**src/rtl/matrix_mem_ctrl_if.sv**
```systemverilog
// ============================================================================
//  Module   : matrix_mem_ctrl_if
//  Brief    : Command, byte-memory and ULA handshake bundle of matrix_mem_ctrl.
//  Revision : 1.0
// ============================================================================
`default_nettype none

interface matrix_mem_ctrl_if #(
    parameter int ADDR_W = 8
);
    logic              cmd_valid;
    logic              cmd_ready;
    logic [3:0]        cmd_opcode;
    logic [7:0]        cmd_escalar;
    logic [ADDR_W-1:0] cmd_addr_a;
    logic [ADDR_W-1:0] cmd_addr_b;
    logic [ADDR_W-1:0] cmd_addr_r;
    logic [ADDR_W-1:0] mem_addr;
    logic              mem_rd_en;
    logic [7:0]        mem_rdata;
    logic              mem_we;
    logic [7:0]        mem_wdata;
    logic [3:0]        opcode;
    logic [7:0]        data_escalar;
    logic [199:0]      matrizA;
    logic [199:0]      matrizB;
    logic              start;
    logic [199:0]      matriz_resultante;
    logic              done;
    logic              op_done;

    // Controller side
    modport slave (
        input  cmd_valid, cmd_opcode, cmd_escalar, cmd_addr_a, cmd_addr_b, cmd_addr_r,
        input  mem_rdata, matriz_resultante, done,
        output cmd_ready, mem_addr, mem_rd_en, mem_we, mem_wdata,
        output opcode, data_escalar, matrizA, matrizB, start, op_done
    );

    // Environment side: command source, memory and ULA
    modport master (
        output cmd_valid, cmd_opcode, cmd_escalar, cmd_addr_a, cmd_addr_b, cmd_addr_r,
        output mem_rdata, matriz_resultante, done,
        input  cmd_ready, mem_addr, mem_rd_en, mem_we, mem_wdata,
        input  opcode, data_escalar, matrizA, matrizB, start, op_done
    );
endinterface

`default_nettype wire

```
**src/rtl/matrix_mem_ctrl.sv**
```systemverilog
// ============================================================================
//  Module   : matrix_mem_ctrl
//  Brief    : Loads two 5x5 int8 matrices from byte memory, runs the ULA and
//             stores the 200-bit result back byte by byte.
//  Revision : 1.0
// ============================================================================
`default_nettype none

module matrix_mem_ctrl #(
    parameter int ADDR_W = 8
) (
    input  logic             clk,
    input  logic             reset,
    matrix_mem_ctrl_if.slave bus
);

    typedef enum logic [2:0] {
        S_IDLE   = 3'd0,
        S_LOAD_A = 3'd1,
        S_LOAD_B = 3'd2,
        S_CAP    = 3'd3,
        S_EXEC   = 3'd4,
        S_STORE  = 3'd5,
        S_FIN    = 3'd6
    } state_t;

    localparam logic [4:0] C_LAST = 5'd24;

    state_t            r_state;
    state_t            w_state_nxt;
    logic [4:0]        r_cnt;
    logic [4:0]        w_cnt_nxt;
    logic [ADDR_W-1:0] r_addr_a;
    logic [ADDR_W-1:0] r_addr_b;
    logic [ADDR_W-1:0] r_addr_r;
    logic [3:0]        r_opcode;
    logic [7:0]        r_escalar;
    logic [199:0]      r_mat_a;
    logic [199:0]      r_mat_b;
    logic [199:0]      r_result;
    logic [7:0]        w_prev_lsb;
    logic [7:0]        w_cur_lsb;
    logic [ADDR_W-1:0] w_cnt_ext;

    // Read data lags the read address by one cycle, so captures land on byte k-1
    assign w_prev_lsb = {r_cnt - 5'd1, 3'b000};
    assign w_cur_lsb  = {r_cnt, 3'b000};
    assign w_cnt_ext  = ADDR_W'(r_cnt);

    assign bus.opcode       = r_opcode;
    assign bus.data_escalar = r_escalar;
    assign bus.matrizA      = r_mat_a;
    assign bus.matrizB      = r_mat_b;

    always_ff @(posedge clk or posedge reset) begin
        if (reset) begin
            r_state <= S_IDLE;
            r_cnt   <= 5'd0;
        end else begin
            r_state <= w_state_nxt;
            r_cnt   <= w_cnt_nxt;
        end
    end

    always_ff @(posedge clk or posedge reset) begin
        if (reset) begin
            r_addr_a  <= '0;
            r_addr_b  <= '0;
            r_addr_r  <= '0;
            r_opcode  <= 4'd0;
            r_escalar <= 8'd0;
            r_mat_a   <= '0;
            r_mat_b   <= '0;
            r_result  <= '0;
        end else begin
            case (r_state)
                S_IDLE: begin
                    if (bus.cmd_valid) begin
                        r_addr_a  <= bus.cmd_addr_a;
                        r_addr_b  <= bus.cmd_addr_b;
                        r_addr_r  <= bus.cmd_addr_r;
                        r_opcode  <= bus.cmd_opcode;
                        r_escalar <= bus.cmd_escalar;
                    end
                end
                S_LOAD_A: begin
                    if (r_cnt != 5'd0)
                        r_mat_a[w_prev_lsb +: 8] <= bus.mem_rdata;
                end
                S_LOAD_B: begin
                    if (r_cnt == 5'd0)
                        r_mat_a[199:192] <= bus.mem_rdata;
                    else
                        r_mat_b[w_prev_lsb +: 8] <= bus.mem_rdata;
                end
                S_CAP: r_mat_b[199:192] <= bus.mem_rdata;
                S_EXEC: begin
                    if (bus.done)
                        r_result <= bus.matriz_resultante;
                end
                default: ;
            endcase
        end
    end

    always_comb begin
        w_state_nxt   = r_state;
        w_cnt_nxt     = r_cnt;
        bus.cmd_ready = 1'b0;
        bus.mem_rd_en = 1'b0;
        bus.mem_we    = 1'b0;
        bus.mem_addr  = '0;
        bus.mem_wdata = 8'd0;
        bus.start     = 1'b0;
        bus.op_done   = 1'b0;
        case (r_state)
            S_IDLE: begin
                bus.cmd_ready = 1'b1;
                if (bus.cmd_valid) begin
                    w_state_nxt = S_LOAD_A;
                    w_cnt_nxt   = 5'd0;
                end
            end
            S_LOAD_A: begin
                bus.mem_rd_en = 1'b1;
                bus.mem_addr  = r_addr_a + w_cnt_ext;
                if (r_cnt == C_LAST) begin
                    w_state_nxt = S_LOAD_B;
                    w_cnt_nxt   = 5'd0;
                end else begin
                    w_cnt_nxt   = r_cnt + 5'd1;
                end
            end
            S_LOAD_B: begin
                bus.mem_rd_en = 1'b1;
                bus.mem_addr  = r_addr_b + w_cnt_ext;
                if (r_cnt == C_LAST) begin
                    w_state_nxt = S_CAP;
                    w_cnt_nxt   = 5'd0;
                end else begin
                    w_cnt_nxt   = r_cnt + 5'd1;
                end
            end
            S_CAP: w_state_nxt = S_EXEC;
            S_EXEC: begin
                bus.start = 1'b1;
                if (bus.done) begin
                    w_state_nxt = S_STORE;
                    w_cnt_nxt   = 5'd0;
                end
            end
            S_STORE: begin
                bus.mem_we    = 1'b1;
                bus.mem_addr  = r_addr_r + w_cnt_ext;
                bus.mem_wdata = r_result[w_cur_lsb +: 8];
                if (r_cnt == C_LAST) begin
                    w_state_nxt = S_FIN;
                    w_cnt_nxt   = 5'd0;
                end else begin
                    w_cnt_nxt   = r_cnt + 5'd1;
                end
            end
            S_FIN: begin
                bus.op_done = 1'b1;
                w_state_nxt = S_IDLE;
            end
            default: w_state_nxt = S_IDLE;
        endcase
    end

endmodule

`default_nettype wire

```
**src/flat_wrapper.sv**
```systemverilog
// flat-port wrapper written by rule: the top's interface ports become plain ports
module matrix_mem_ctrl_flat 
#(
    parameter int ADDR_W = 8
)
  (clk, reset, bus_cmd_valid, bus_cmd_opcode, bus_cmd_escalar, bus_cmd_addr_a, bus_cmd_addr_b, bus_cmd_addr_r, bus_mem_rdata, bus_matriz_resultante, bus_done, bus_cmd_ready, bus_mem_addr, bus_mem_rd_en, bus_mem_we, bus_mem_wdata, bus_opcode, bus_data_escalar, bus_matrizA, bus_matrizB, bus_start, bus_op_done);
  matrix_mem_ctrl_if #(.ADDR_W(ADDR_W)) bus_i ();
  input  logic clk;
  input  logic reset;
  input wire logic [$bits(bus_i.cmd_valid)-1:0] bus_cmd_valid;
  input wire logic [$bits(bus_i.cmd_opcode)-1:0] bus_cmd_opcode;
  input wire logic [$bits(bus_i.cmd_escalar)-1:0] bus_cmd_escalar;
  input wire logic [$bits(bus_i.cmd_addr_a)-1:0] bus_cmd_addr_a;
  input wire logic [$bits(bus_i.cmd_addr_b)-1:0] bus_cmd_addr_b;
  input wire logic [$bits(bus_i.cmd_addr_r)-1:0] bus_cmd_addr_r;
  input wire logic [$bits(bus_i.mem_rdata)-1:0] bus_mem_rdata;
  input wire logic [$bits(bus_i.matriz_resultante)-1:0] bus_matriz_resultante;
  input wire logic [$bits(bus_i.done)-1:0] bus_done;
  output wire logic [$bits(bus_i.cmd_ready)-1:0] bus_cmd_ready;
  output wire logic [$bits(bus_i.mem_addr)-1:0] bus_mem_addr;
  output wire logic [$bits(bus_i.mem_rd_en)-1:0] bus_mem_rd_en;
  output wire logic [$bits(bus_i.mem_we)-1:0] bus_mem_we;
  output wire logic [$bits(bus_i.mem_wdata)-1:0] bus_mem_wdata;
  output wire logic [$bits(bus_i.opcode)-1:0] bus_opcode;
  output wire logic [$bits(bus_i.data_escalar)-1:0] bus_data_escalar;
  output wire logic [$bits(bus_i.matrizA)-1:0] bus_matrizA;
  output wire logic [$bits(bus_i.matrizB)-1:0] bus_matrizB;
  output wire logic [$bits(bus_i.start)-1:0] bus_start;
  output wire logic [$bits(bus_i.op_done)-1:0] bus_op_done;
  assign bus_i.cmd_valid = bus_cmd_valid;
  assign bus_i.cmd_opcode = bus_cmd_opcode;
  assign bus_i.cmd_escalar = bus_cmd_escalar;
  assign bus_i.cmd_addr_a = bus_cmd_addr_a;
  assign bus_i.cmd_addr_b = bus_cmd_addr_b;
  assign bus_i.cmd_addr_r = bus_cmd_addr_r;
  assign bus_i.mem_rdata = bus_mem_rdata;
  assign bus_i.matriz_resultante = bus_matriz_resultante;
  assign bus_i.done = bus_done;
  assign bus_cmd_ready = bus_i.cmd_ready;
  assign bus_mem_addr = bus_i.mem_addr;
  assign bus_mem_rd_en = bus_i.mem_rd_en;
  assign bus_mem_we = bus_i.mem_we;
  assign bus_mem_wdata = bus_i.mem_wdata;
  assign bus_opcode = bus_i.opcode;
  assign bus_data_escalar = bus_i.data_escalar;
  assign bus_matrizA = bus_i.matrizA;
  assign bus_matrizB = bus_i.matrizB;
  assign bus_start = bus_i.start;
  assign bus_op_done = bus_i.op_done;
  matrix_mem_ctrl #(.ADDR_W(ADDR_W)) u_core (.clk(clk), .reset(reset), .bus(bus_i));
endmodule
```
**config.mk**
```make
export PLATFORM = sky130hd
export DESIGN_NAME = matrix_mem_ctrl_flat
export DESIGN_NICKNAME = d
export VERILOG_FILES = /design/src/rtl/matrix_mem_ctrl_if.sv /design/src/rtl/matrix_mem_ctrl.sv /design/src/flat_wrapper.sv
export SDC_FILE = /design/constraint.sdc
export NUM_CORES = 1
export LEC_CHECK = 0
export CORE_ASPECT_RATIO = 1.75
export CORE_MARGIN = 2
export CORE_UTILIZATION = 34
export CTS_BUF_LIST = sky130_fd_sc_hd__clkbuf_2
export DETAILED_ROUTE_END_ITERATION = 6
export PLACE_DENSITY = 0.57
export SLEW_MARGIN = 20
export SYNTH_ARGS = -nofsm -noshare
export SYNTH_HDL_FRONTEND = slang
export SYNTH_SLANG_ARGS = --single-unit
```
**constraint.sdc**
```tcl
create_clock -name clk -period 29 [get_ports clk]
set_input_delay 4.35 -clock clk [delete_from_list [all_inputs] [get_ports clk]]
set_output_delay 4.35 -clock clk [all_outputs]
set_load 0.05 [all_outputs]
```
==> results.sh, run 1 <==
export IMPL_status="completed"
export IMPL_antenna_found_initial=25
export IMPL_synth_cell_types=57
export IMPL_post_dp_hpwl_mm=72.7
export IMPL_rsz0062_at_grt="false"
export IMPL_drv_slew=0
export IMPL_synthCells=1804
export IMPL_synth_compound_area_share=0.0248
export IMPL_cts_sinks=644
export IMPL_fill_cells=7350
export IMPL_grt_max_degree=167
export IMPL_required_ns=24.65
export IMPL_die_area_um2=83000
export IMPL_grt_ovfl_total=0
export IMPL_finalClockSkew_ns=0.0772
export IMPL_io_buffer_count=680
export IMPL_fp_coreArea_um2=79700
export IMPL_die_w_um=219
export IMPL_finalHoldViolations=0
export IMPL_synthToLayoutAreaGrowth_pct=34.2
export IMPL_slew_headroom=0.242
export IMPL_cts_buffers=154
export IMPL_clkLatencyLatePin_ns=1.42
export IMPL_grt_busiest_layer="met2"
export IMPL_worstPathCellList="nand3b_1 > inv_2 > nor2_1 > nand2_1 > nand2_1 > ha_1 > inv_1 > fa_1 > nor2b_1 > o21ai_0 > a21oi_1 > o21bai_1 > xnor2_1 > nor2_1 > clkdlybuf4s50_1"
export IMPL_p_leak_nw=16.5
export IMPL_met3_usage=0.0963
export IMPL_timing_final_crit_share=0.339
export IMPL_syn_nets=2064
export IMPL_use_met1=0.232
export IMPL_die_y_um=380
export IMPL_fmax_ghz=0.102
export IMPL_grt_use_total=0.232
export IMPL_rows=137
export IMPL_p_per_area_nw_per_um2=80.6
export IMPL_ys_seq_area_frac=0.588
export IMPL_yosysWarnings=0
export IMPL_layout_min_cycle_time_ns=9.83
export IMPL_grt_pass1_vias=20200
export IMPL_synth_top_area_cell="dfrtp_1"
export IMPL_cts_buffer_depth=3
export IMPL_cts_reportedPaths_clkPinSlew_ns=0.10
export IMPL_netlist_area_leader_share=0.588
export IMPL_synthTopCellsByArea="dfrtp_1, mux2_2, mux4_2"
export IMPL_drc=0
export IMPL_synth_top_family_by_area="multiplexers"
export IMPL_cts_setup_buffers=0
export IMPL_path_class="flip-flop to output pin"
export IMPL_wl_per_cell_um=25.8
export IMPL_cts_resized=0
export IMPL_synthAdderAreaFrac=0.00575
export IMPL_yosys_area_share_simple=0.0478
export IMPL_vias_per_cell=4.99
export IMPL_ys_flop_type="dfrtp_1"
export IMPL_place_congestion=0.841
export IMPL_async_reset_ff_frac=1.00
export IMPL_ys_ff_latch=644
export IMPL_grt_pass1_wl_mm=139
export IMPL_cp_top_family="simple AND/OR/NAND/NOR gates"
export IMPL_synth_xor_xnor_area_share=0.00310
export IMPL_placed_area_um2=35300
export IMPL_antenna_left=0
export IMPL_cp_slowest_cell="clkdlybuf4s50_1"
export IMPL_initial_utilization=0.344
export IMPL_worstMarginPinSlew_ns=1.13
export IMPL_synth_mux_area_frac=0.313
export IMPL_cp_end_kind="output pin"
export IMPL_tns_ns=0
export IMPL_path_buf_inv=3
export IMPL_root_buffer="clkbuf_2"
export IMPL_critPathLaunchType="flip-flop"
export IMPL_drtIter0Drc=825
export IMPL_avgSynthCellArea_um2=15.2
export IMPL_ir_drop_uv=40.6
export IMPL_critPathArrivalTime_ns=5.48
export IMPL_boundaryPins=681
export IMPL_htreeDepth=4
export IMPL_ctsHoldBuffers=0
export IMPL_crit_fanout=14
export IMPL_final_nets=2827
export IMPL_synth_area_um2=27400
export IMPL_hp_class="flip-flop to flip-flop"
export IMPL_totalWireLength_mm=96.0
export IMPL_setup_viol=0
export IMPL_grtUsageMet2=0.419
export IMPL_first_pass_iters=5
export IMPL_stdcell_area_um2=36800
export IMPL_layout_drive_gt1_share=0.371
export IMPL_num_vias=18600
export IMPL_cts_tree="built"
export IMPL_maxCapViolations=0
export IMPL_synth_edf_count=0
export IMPL_critical_path_max_stage_delay_ns=0.88
layout by cell type, fill, tap and decap left out, drive strengths merged, types with 2 or more instances in the layout:
cell,n
o21ai,32
a211oi,6
clkbuf,221
nand2,43
buf,21
clkdlybuf4s50,678
a22oi,5
diode,8
clkinv,28
dfrtp,644
xnor2,8
a21oi,10
mux2i,24
mux2,629
nor2,41
ha,11
nand3,14
nor2b,36
a31oi,3
a211o,5
bufinv,4
inv,26
mux4,56
nand4,10
o21a,3
o311ai,2
nor3,18
nand2b,9
a2111oi,5
clkinvlp,3
and2,55
and3,2
a22o,3
final timing paths:
kind	start	endpoint	slack [ns]	cells past startpoint
setup / recovery	u_core.r_state[0]	bus_mem_addr[6]	19.17	15
hold / removal	u_core.r_result[62]	u_core.r_result[62]	0.51	1
setup reg to reg	u_core.r_cnt[1]	u_core.bus.matrizB[122]	23.83	10
hold reg to reg	u_core.r_result[62]	u_core.r_result[62]	0.51	1
max in group asynchronous	reset	u_core.bus.matrizB[153]	22.49	5
min in group asynchronous	reset	u_core.r_result[16]	3.47	2
cell families after synthesis:
family / Yosys count
DFF: 644
buffers and inverters: 112
muxes: 709
AOI/OAI and AO/OA: 83
xor gates and xnor gates: 8
and+or+nand+nor: 236
adders and majority gates: 12
cells in the mapped netlist, drive strengths merged (2+ instances only):
library cell / number
a31oi: 3
inv: 20
o21a: 3
a22o: 3
nor3: 18
a211oi: 6
nand4: 10
nand2: 43
nand2b: 9
a211o: 5
nor2b: 36
a21oi: 10
and2: 55
a22oi: 5
buf: 27
mux2i: 24
a2111oi: 5
and3: 2
mux2: 629
nor2: 41
clkbuf: 65
dfrtp: 644
mux4: 56
xnor2: 8
o21ai: 32
o311ai: 2
nand3: 14
ha: 11
report_power, final:
| part | leakage [nW] | internal, W | switching (W) |
|---|---|---|---|
| registers | 8.56 | 0.00109 | 0.000141 |
| logic | 6.93 | 0.000459 | 0.000661 |
| clock network | 1.05 | 0.000239 | 0.000375 |
| total | 16.5 | 0.00179 | 0.00118 |
registers in the layout (all words and copies together), names as in the netlist:
register,flops
u_core.r_result,200
u_core.r_addr_a,8
u_core.r_state,3
u_core.r_addr_r,8
u_core.bus.data_escalar,8
u_core.r_cnt,5
u_core.bus.matrizB,200
u_core.bus.opcode,4
u_core.bus.matrizA,200
u_core.r_addr_b,8
worst register-to-register path, stage by stage (launching register included):
cell and delay [ns]:
dfrtp_4 1.04, inv_1 0.31, ha_1 0.40, xnor2_2 0.22, a31oi_1 0.42, xnor2_4 0.15, buf_4 0.66, o311ai_4 0.39
buf_4 0.31, nor3_2 0.69, mux2_2 0.42
metrics by stage:
stage | power [W] | utilization | instances | setup WS, ns | hold slack [ns]
2_1_floorplan | 0.00196 | - | 1804 | 6.61 | 0.472
3_3_place_gp | 0.00236 | 0.443 | 3452 | 20.60 | 0.485
3_5_place_dp | 0.00239 | 0.443 | 3452 | 20.55 | 0.491
4_1_cts | 0.00302 | 0.461 | 3714 | 18.87 | 0.512
5_1_grt | 0.00313 | 0.461 | 3723 | 18.47 | 0.524
6_report | 0.00296 | 0.461 | 3723 | 19.17 | 0.511
routing by layer:
metal / vias to the layer above / wire [um]
li1: 8116 / -
met1: 9534 / 32400
met2: 749 / 51100
met3: 168 / 9030
met4: 22 / 3370
met5: - / 152
area by class of cell:
class	instances	area, um^2	share of cell area
antenna	8	20.0	0.000544
tap	1042	1300	0.0355
inverter	20	82.6	0.00225
multi-input combinational	1048	10900	0.296
sequential	644	16100	0.438
clock inverter	41	278	0.00755
clock buffer	221	1110	0.0301
timing repair buffer	699	6980	0.190
Note: power is estimated with default switching activity, not from simulation.
==> run 2, diff against run 1 <==
--- a/config.mk
+++ b/config.mk
@@ -10,7 +10,7 @@
 export CORE_UTILIZATION = 34
 export CTS_BUF_LIST = sky130_fd_sc_hd__clkbuf_2
 export DETAILED_ROUTE_END_ITERATION = 6
-export PLACE_DENSITY = 0.57
+export PLACE_DENSITY = 0.59
 export SLEW_MARGIN = 20
 export SYNTH_ARGS = -nofsm -noshare
 export SYNTH_HDL_FRONTEND = slang
==> constraint.sdc (replaced) <==
create_clock -name clk -period 8.81 [get_ports clk]
set_input_delay 1.3215 -clock clk [delete_from_list [all_inputs] [get_ports clk]]
set_output_delay 1.3215 -clock clk [all_outputs]
set_load 0.05 [all_outputs]
==> run 2 against run 1 <==
Effect of this change:
- final area is essentially flat
- setup slack lost 18 ns
- die area is the same
- count of clock-buffer cells in the layout shrank 5
- sequential cell count is the same
- first-iteration DRC count grew 0.36%
- critical path type unchanged
- highest routed layer unchanged
==> results.sh, run 2 (synthesis gave the netlist of run 1 again) <==
export IMPL_post_dp_hpwl_mm=71.4
export IMPL_cp_slowest_cell="clkdlybuf4s50_1"
export IMPL_required_ns=7.49
export IMPL_drtIter0Drc=828
export IMPL_maxCapViolations=0
export IMPL_antenna_found_initial=15
export IMPL_finalHoldViolations=0
export IMPL_cts_buffers=156
export IMPL_final_nets=2831
export IMPL_die_area_um2=83000
export IMPL_finalClockSkew_ns=0.101
export IMPL_final_cell_mix="clkdlybuf4s50_1, dfrtp_1, mux2_2"
export IMPL_boundaryPins=681
export IMPL_path_class="flip-flop to output pin"
export IMPL_setup_viol=0
export IMPL_cp_end_kind="output pin"
export IMPL_ctsHoldBuffers=0
export IMPL_timing_final_crit_share=0.813
export IMPL_worstPathCellList="nand3b_1 > inv_2 > nor2_1 > nand2_1 > nand2_1 > ha_1 > inv_1 > fa_1 > nor2b_1 > o21ai_0 > a21oi_1 > o21bai_1 > xnor2_1 > nor2_1 > clkdlybuf4s50_1"
export IMPL_initial_utilization=0.344
export IMPL_grt_ovfl_total=0
export IMPL_cts_resized=0
export IMPL_drv_slew=0
export IMPL_root_buffer="clkbuf_2"
export IMPL_synthToLayoutAreaGrowth_pct=34.2
export IMPL_grt_use_total=0.229
export IMPL_p_leak_nw=16.5
export IMPL_cts_buffer_depth=3
export IMPL_grt_pass1_wl_mm=138
export IMPL_grt_max_degree=173
export IMPL_layout_min_cycle_time_ns=7.17
export IMPL_placed_area_um2=35400
export IMPL_p_per_area_nw_per_um2=265
export IMPL_critPathArrivalTime_ns=5.84
export IMPL_drc=0
export IMPL_r2r_end="u_core.bus.matrizA[21]"
export IMPL_fmax_ghz=0.140
export IMPL_worstMarginPinSlew_ns=1.13
export IMPL_slew_headroom=0.248
export IMPL_rows=137
export IMPL_io_buffer_count=680
export IMPL_htreeDepth=4
export IMPL_die_y_um=380
export IMPL_final_common_cell="clkdlybuf4s50_1"
export IMPL_fp_coreArea_um2=79700
export IMPL_crit_fanout=14
export IMPL_dp_cells=3454
export IMPL_whs_ns=0.495
export IMPL_fin_cells=3723
export IMPL_rsz0062_at_grt="false"
export IMPL_status="completed"
export IMPL_cts_tree="built"
export IMPL_first_pass_iters=5
export IMPL_num_vias=18600
export IMPL_die_w_um=219
export IMPL_cts_setup_buffers=0
export IMPL_antenna_left=0
export IMPL_clkLatencyLatePin_ns=1.39
export IMPL_place_congestion=0.817
export IMPL_cts_sinks=644
export IMPL_wl_per_cell_um=25.5
export IMPL_layout_drive_gt1_share=0.371
export IMPL_hp_class="input port to async pin"
export IMPL_cts_reportedPaths_clkPinSlew_ns=0.11
export IMPL_critPathLaunchType="flip-flop"
export IMPL_grt_pass1_vias=20400
export IMPL_vias_per_cell=5.00
export IMPL_critical_path_max_stage_delay_ns=0.92
export IMPL_r2r_slack_ns=4.27
export IMPL_totalWireLength_mm=94.9
export IMPL_worstReg2RegStart="u_core.r_cnt[0]"
export IMPL_ir_drop_uv=131
export IMPL_rr_worst_depth=8
export IMPL_stdcell_area_um2=36800
==> run 2: per-stage QoR <==
stage | setup TNS (ns) | setup WS (ns) | util | power (W)
floorplan | -843.76 | -1.31 | - | 0.00644
global placement | 0 | 3.20 | 0.444 | 0.00777
detailed placement | 0 | 3.09 | 0.444 | 0.00786
CTS | 0 | 1.36 | 0.461 | 0.00993
global route | 0 | 1.04 | 0.461 | 0.0103
finish | 0 | 1.64 | 0.462 | 0.00976
==> run 2: worst max path at each step <==
stage | start | to | slack (ns) | depth (start not counted)
4_1_cts | u_core.r_state[0] | bus_mem_addr[6] | 1.36 | 15
5_1_grt | u_core.r_state[0] | bus_mem_addr[6] | 1.04 | 15
2_1_floorplan | reset | u_core.bus.data_escalar[0] | -1.31 | 1
3_5_place_dp | u_core.r_state[0] | bus_mem_addr[6] | 3.09 | 15
6_report | u_core.r_state[0] | bus_mem_addr[6] | 1.64 | 15
3_3_place_gp | u_core.r_state[0] | bus_mem_addr[6] | 3.20 | 15
==> run 2: worst max-delay path, delay by kind of cell (launching register included) <==
family                     cells  cell delay, ns
and+or+nand+nor                6            1.56
DFF                            1            0.54
adders and majority gates      2            0.56
AOI/OAI and AO/OA              3            0.45
xor gates and xnor gates       1            0.12
buffers and inverters          3            1.21
==> run 2: cell type report <==
class	instances	area [um^2]
diodes	8	20.0
clock buffers	216	1080
clock inverters	44	292
fillers	7363	42900
inverters	20	78.8
multi-input cells	1048	10900
flip-flops and latches	644	16100
well taps	1042	1300
repair buffers	701	7010
==> run 2: metal layers <==
metal / GRT usage / vias up / wire length (um)
li1: - / 8128 / -
met1: 0.234 / 9539 / 32700
met2: 0.416 / 764 / 50800
met3: 0.0848 / 163 / 8280
met4: 0.0903 / 8 / 3080
met5: 0 / - / 54
==> run 2: report_power, final <==
| group | total (W) | internal (W) | switching [W] |
|---|---|---|---|
| Sequential | 0.00399 | 0.00358 | 0.000411 |
| Clock | 0.00201 | 0.000776 | 0.00124 |
| Combinational | 0.00375 | 0.00152 | 0.00224 |
| Total | 0.00976 | 0.00588 | 0.00388 |
==> run 3, diff against run 2 <==
--- a/config.mk
+++ b/config.mk
@@ -10,7 +10,7 @@
 export CORE_UTILIZATION = 34
 export CTS_BUF_LIST = sky130_fd_sc_hd__clkbuf_2
 export DETAILED_ROUTE_END_ITERATION = 6
-export PLACE_DENSITY = 0.59
+export PLACE_DENSITY = 0.57
 export SLEW_MARGIN = 20
 export SYNTH_ARGS = -nofsm -noshare
 export SYNTH_HDL_FRONTEND = slang
==> constraint.sdc (replaced) <==
create_clock -name clk -period 6.9 [get_ports clk]
set_input_delay 1.035 -clock clk [delete_from_list [all_inputs] [get_ports clk]]
set_output_delay 1.035 -clock clk [all_outputs]
set_load 0.05 [all_outputs]
==> run 3 against run 2 <==
Effect of this change:
- sequential cell count is the same
- critical path depth is 4 lower
- core utilization grew 0.53 points
- clock skew is 0.039 ns lower
- critical endpoint is now bus_mem_addr[7]
- largest cell class unchanged
==> results.sh, run 3 (synthesis gave the netlist of run 1 again) <==
export IMPL_boundaryPins=681
export IMPL_first_pass_iters=4
export IMPL_layout_drive_gt1_share=0.367
export IMPL_cts_tree="built"
export IMPL_final_cell_mix="clkdlybuf4s50_1, dfrtp_1, mux2_2"
export IMPL_fin_cells=3775
export IMPL_placed_area_um2=35400
export IMPL_path_buf_inv=1
export IMPL_cp_slowest_cell="clkdlybuf4s50_1"
export IMPL_maxCapViolations=0
export IMPL_totalWireLength_mm=96.3
export IMPL_cp_end_kind="output pin"
export IMPL_stdcell_area_um2=37200
export IMPL_place_congestion=0.829
export IMPL_clkLatencyLatePin_ns=1.40
export IMPL_vias_per_cell=4.96
export IMPL_antenna_left=0
export IMPL_critical_path_max_stage_delay_ns=1.00
export IMPL_timing_final_crit_share=0.914
export IMPL_grt_pass1_vias=20600
export IMPL_cts_buffer_depth=3
export IMPL_dp_cells=3459
export IMPL_cts_sinks=644
export IMPL_antenna_found_initial=15
export IMPL_path_class="flip-flop to output pin"
export IMPL_finalHoldViolations=0
export IMPL_root_buffer="clkbuf_2"
export IMPL_tns_ns=0
export IMPL_p_per_area_nw_per_um2=336
export IMPL_rsz0062_at_grt="false"
export IMPL_holdPathStages=2
export IMPL_worstPathCellList="or3b_2 > and3_1 > a221o_1 > ha_1 > a21o_1 > a21oi_1 > o21ai_0 > a21oi_1 > o311ai_0 > o41ai_1 > clkdlybuf4s50_1"
export IMPL_setup_viol=0
export IMPL_grt_pass1_wl_mm=140
export IMPL_critPathLaunchType="flip-flop"
export IMPL_rows=137
export IMPL_slew_headroom=0.0500
export IMPL_cp_num_cells=11
export IMPL_cts_resized=0
export IMPL_finalClockSkew_ns=0.0620
export IMPL_cp_top_family="compound AO/OA/AOI/OAI gates"
export IMPL_grt_use_total=0.233
export IMPL_final_common_cell="clkdlybuf4s50_1"
export IMPL_drtIter0Drc=883
export IMPL_post_dp_hpwl_mm=73.1
export IMPL_die_area_um2=83000
export IMPL_critPathArrivalTime_ns=5.27
export IMPL_p_leak_nw=16.7
export IMPL_synthToLayoutAreaGrowth_pct=35.8
export IMPL_whs_ns=0.279
export IMPL_worstMarginPinSlew_ns=1.43
export IMPL_crit_top_cell="a21oi_1"
export IMPL_io_buffer_count=680
export IMPL_wl_per_cell_um=25.5
export IMPL_fp_coreArea_um2=79700
export IMPL_drc=0
export IMPL_layout_min_cycle_time_ns=6.31
export IMPL_cts_reportedPaths_clkPinSlew_ns=0.12
export IMPL_rr_worst_depth=8
export IMPL_status="completed"
export IMPL_die_y_um=380
export IMPL_crit_fanout=14
export IMPL_num_vias=18700
export IMPL_fmax_ghz=0.159
export IMPL_final_nets=2869
export IMPL_htreeDepth=4
export IMPL_die_w_um=219
export IMPL_grt_max_degree=195
export IMPL_required_ns=5.86
export IMPL_hp_class="input port to flip-flop"
export IMPL_cts_buffers=156
export IMPL_grt_ovfl_total=0
export IMPL_ir_drop_uv=226
export IMPL_initial_utilization=0.344
export IMPL_drv_slew=0
==> run 3: layout make-up <==
cell class,instances,area (um^2)
tap,1042,1300
timing repair buffer,739,7380
antenna,12,30.0
clock inverter,45,297
sequential,644,16100
inverter,20,78.8
multi-input combinational,1048,10900
clock buffer,225,1130
fill,7322,42500
==> run 3: what timing repair did <==
action / in CTS / in global routing
endpoints found under the setup margin: 0 / 2
endpoints found under the hold margin: 46 / 0
buffers inserted: 0 / 1
hold buffers: 33 / 0
==> run 3: path summary, 6_finish.rpt <==
| path | from | to | slack, ns |
|---|---|---|---|
| min in group asynchronous | reset | u_core.bus.matrizA[116] | 0.58 |
| hold / removal | bus_matriz_resultante[151] | u_core.r_result[151] | 0.28 |
| max in group asynchronous | reset | u_core.r_result[156] | 4.54 |
| setup / recovery | u_core.r_state[0] | bus_mem_addr[7] | 0.59 |
| setup reg to reg | u_core.r_cnt[0] | u_core.bus.matrizB[152] | 2.46 |
| hold reg to reg | u_core.r_addr_a[1] | u_core.r_addr_a[1] | 0.50 |
==> run 3: report_power, final <==
part           internal (W)  leakage, nW  switching, W
registers           0.00457         8.56      0.000576
logic               0.00195         7.09       0.00282
clock network       0.00102         1.07       0.00158
==> run 3: metrics by stage <==
| stage | utilization | setup WS (ns) | total power [W] |
|---|---|---|---|
| 6_report | 0.467 | 0.595 | 0.0125 |
| 5_1_grt | 0.467 | 0.0801 | 0.0133 |
| 4_1_cts | 0.466 | 0.0826 | 0.0128 |
| 3_5_place_dp | 0.444 | 1.75 | 0.0101 |
| 3_3_place_gp | 0.444 | 1.81 | 0.00998 |
| 2_1_floorplan | - | -2.93 | 0.00822 |
==> run 3: routing by layer <==
layer,part of all wire,vias to the layer above,global-route usage
li1,-,8203,-
met1,0.34,9625,0.235
met2,0.53,739,0.420
met3,0.089,164,0.0901
met4,0.040,10,0.100
met5,0.00055,-,0
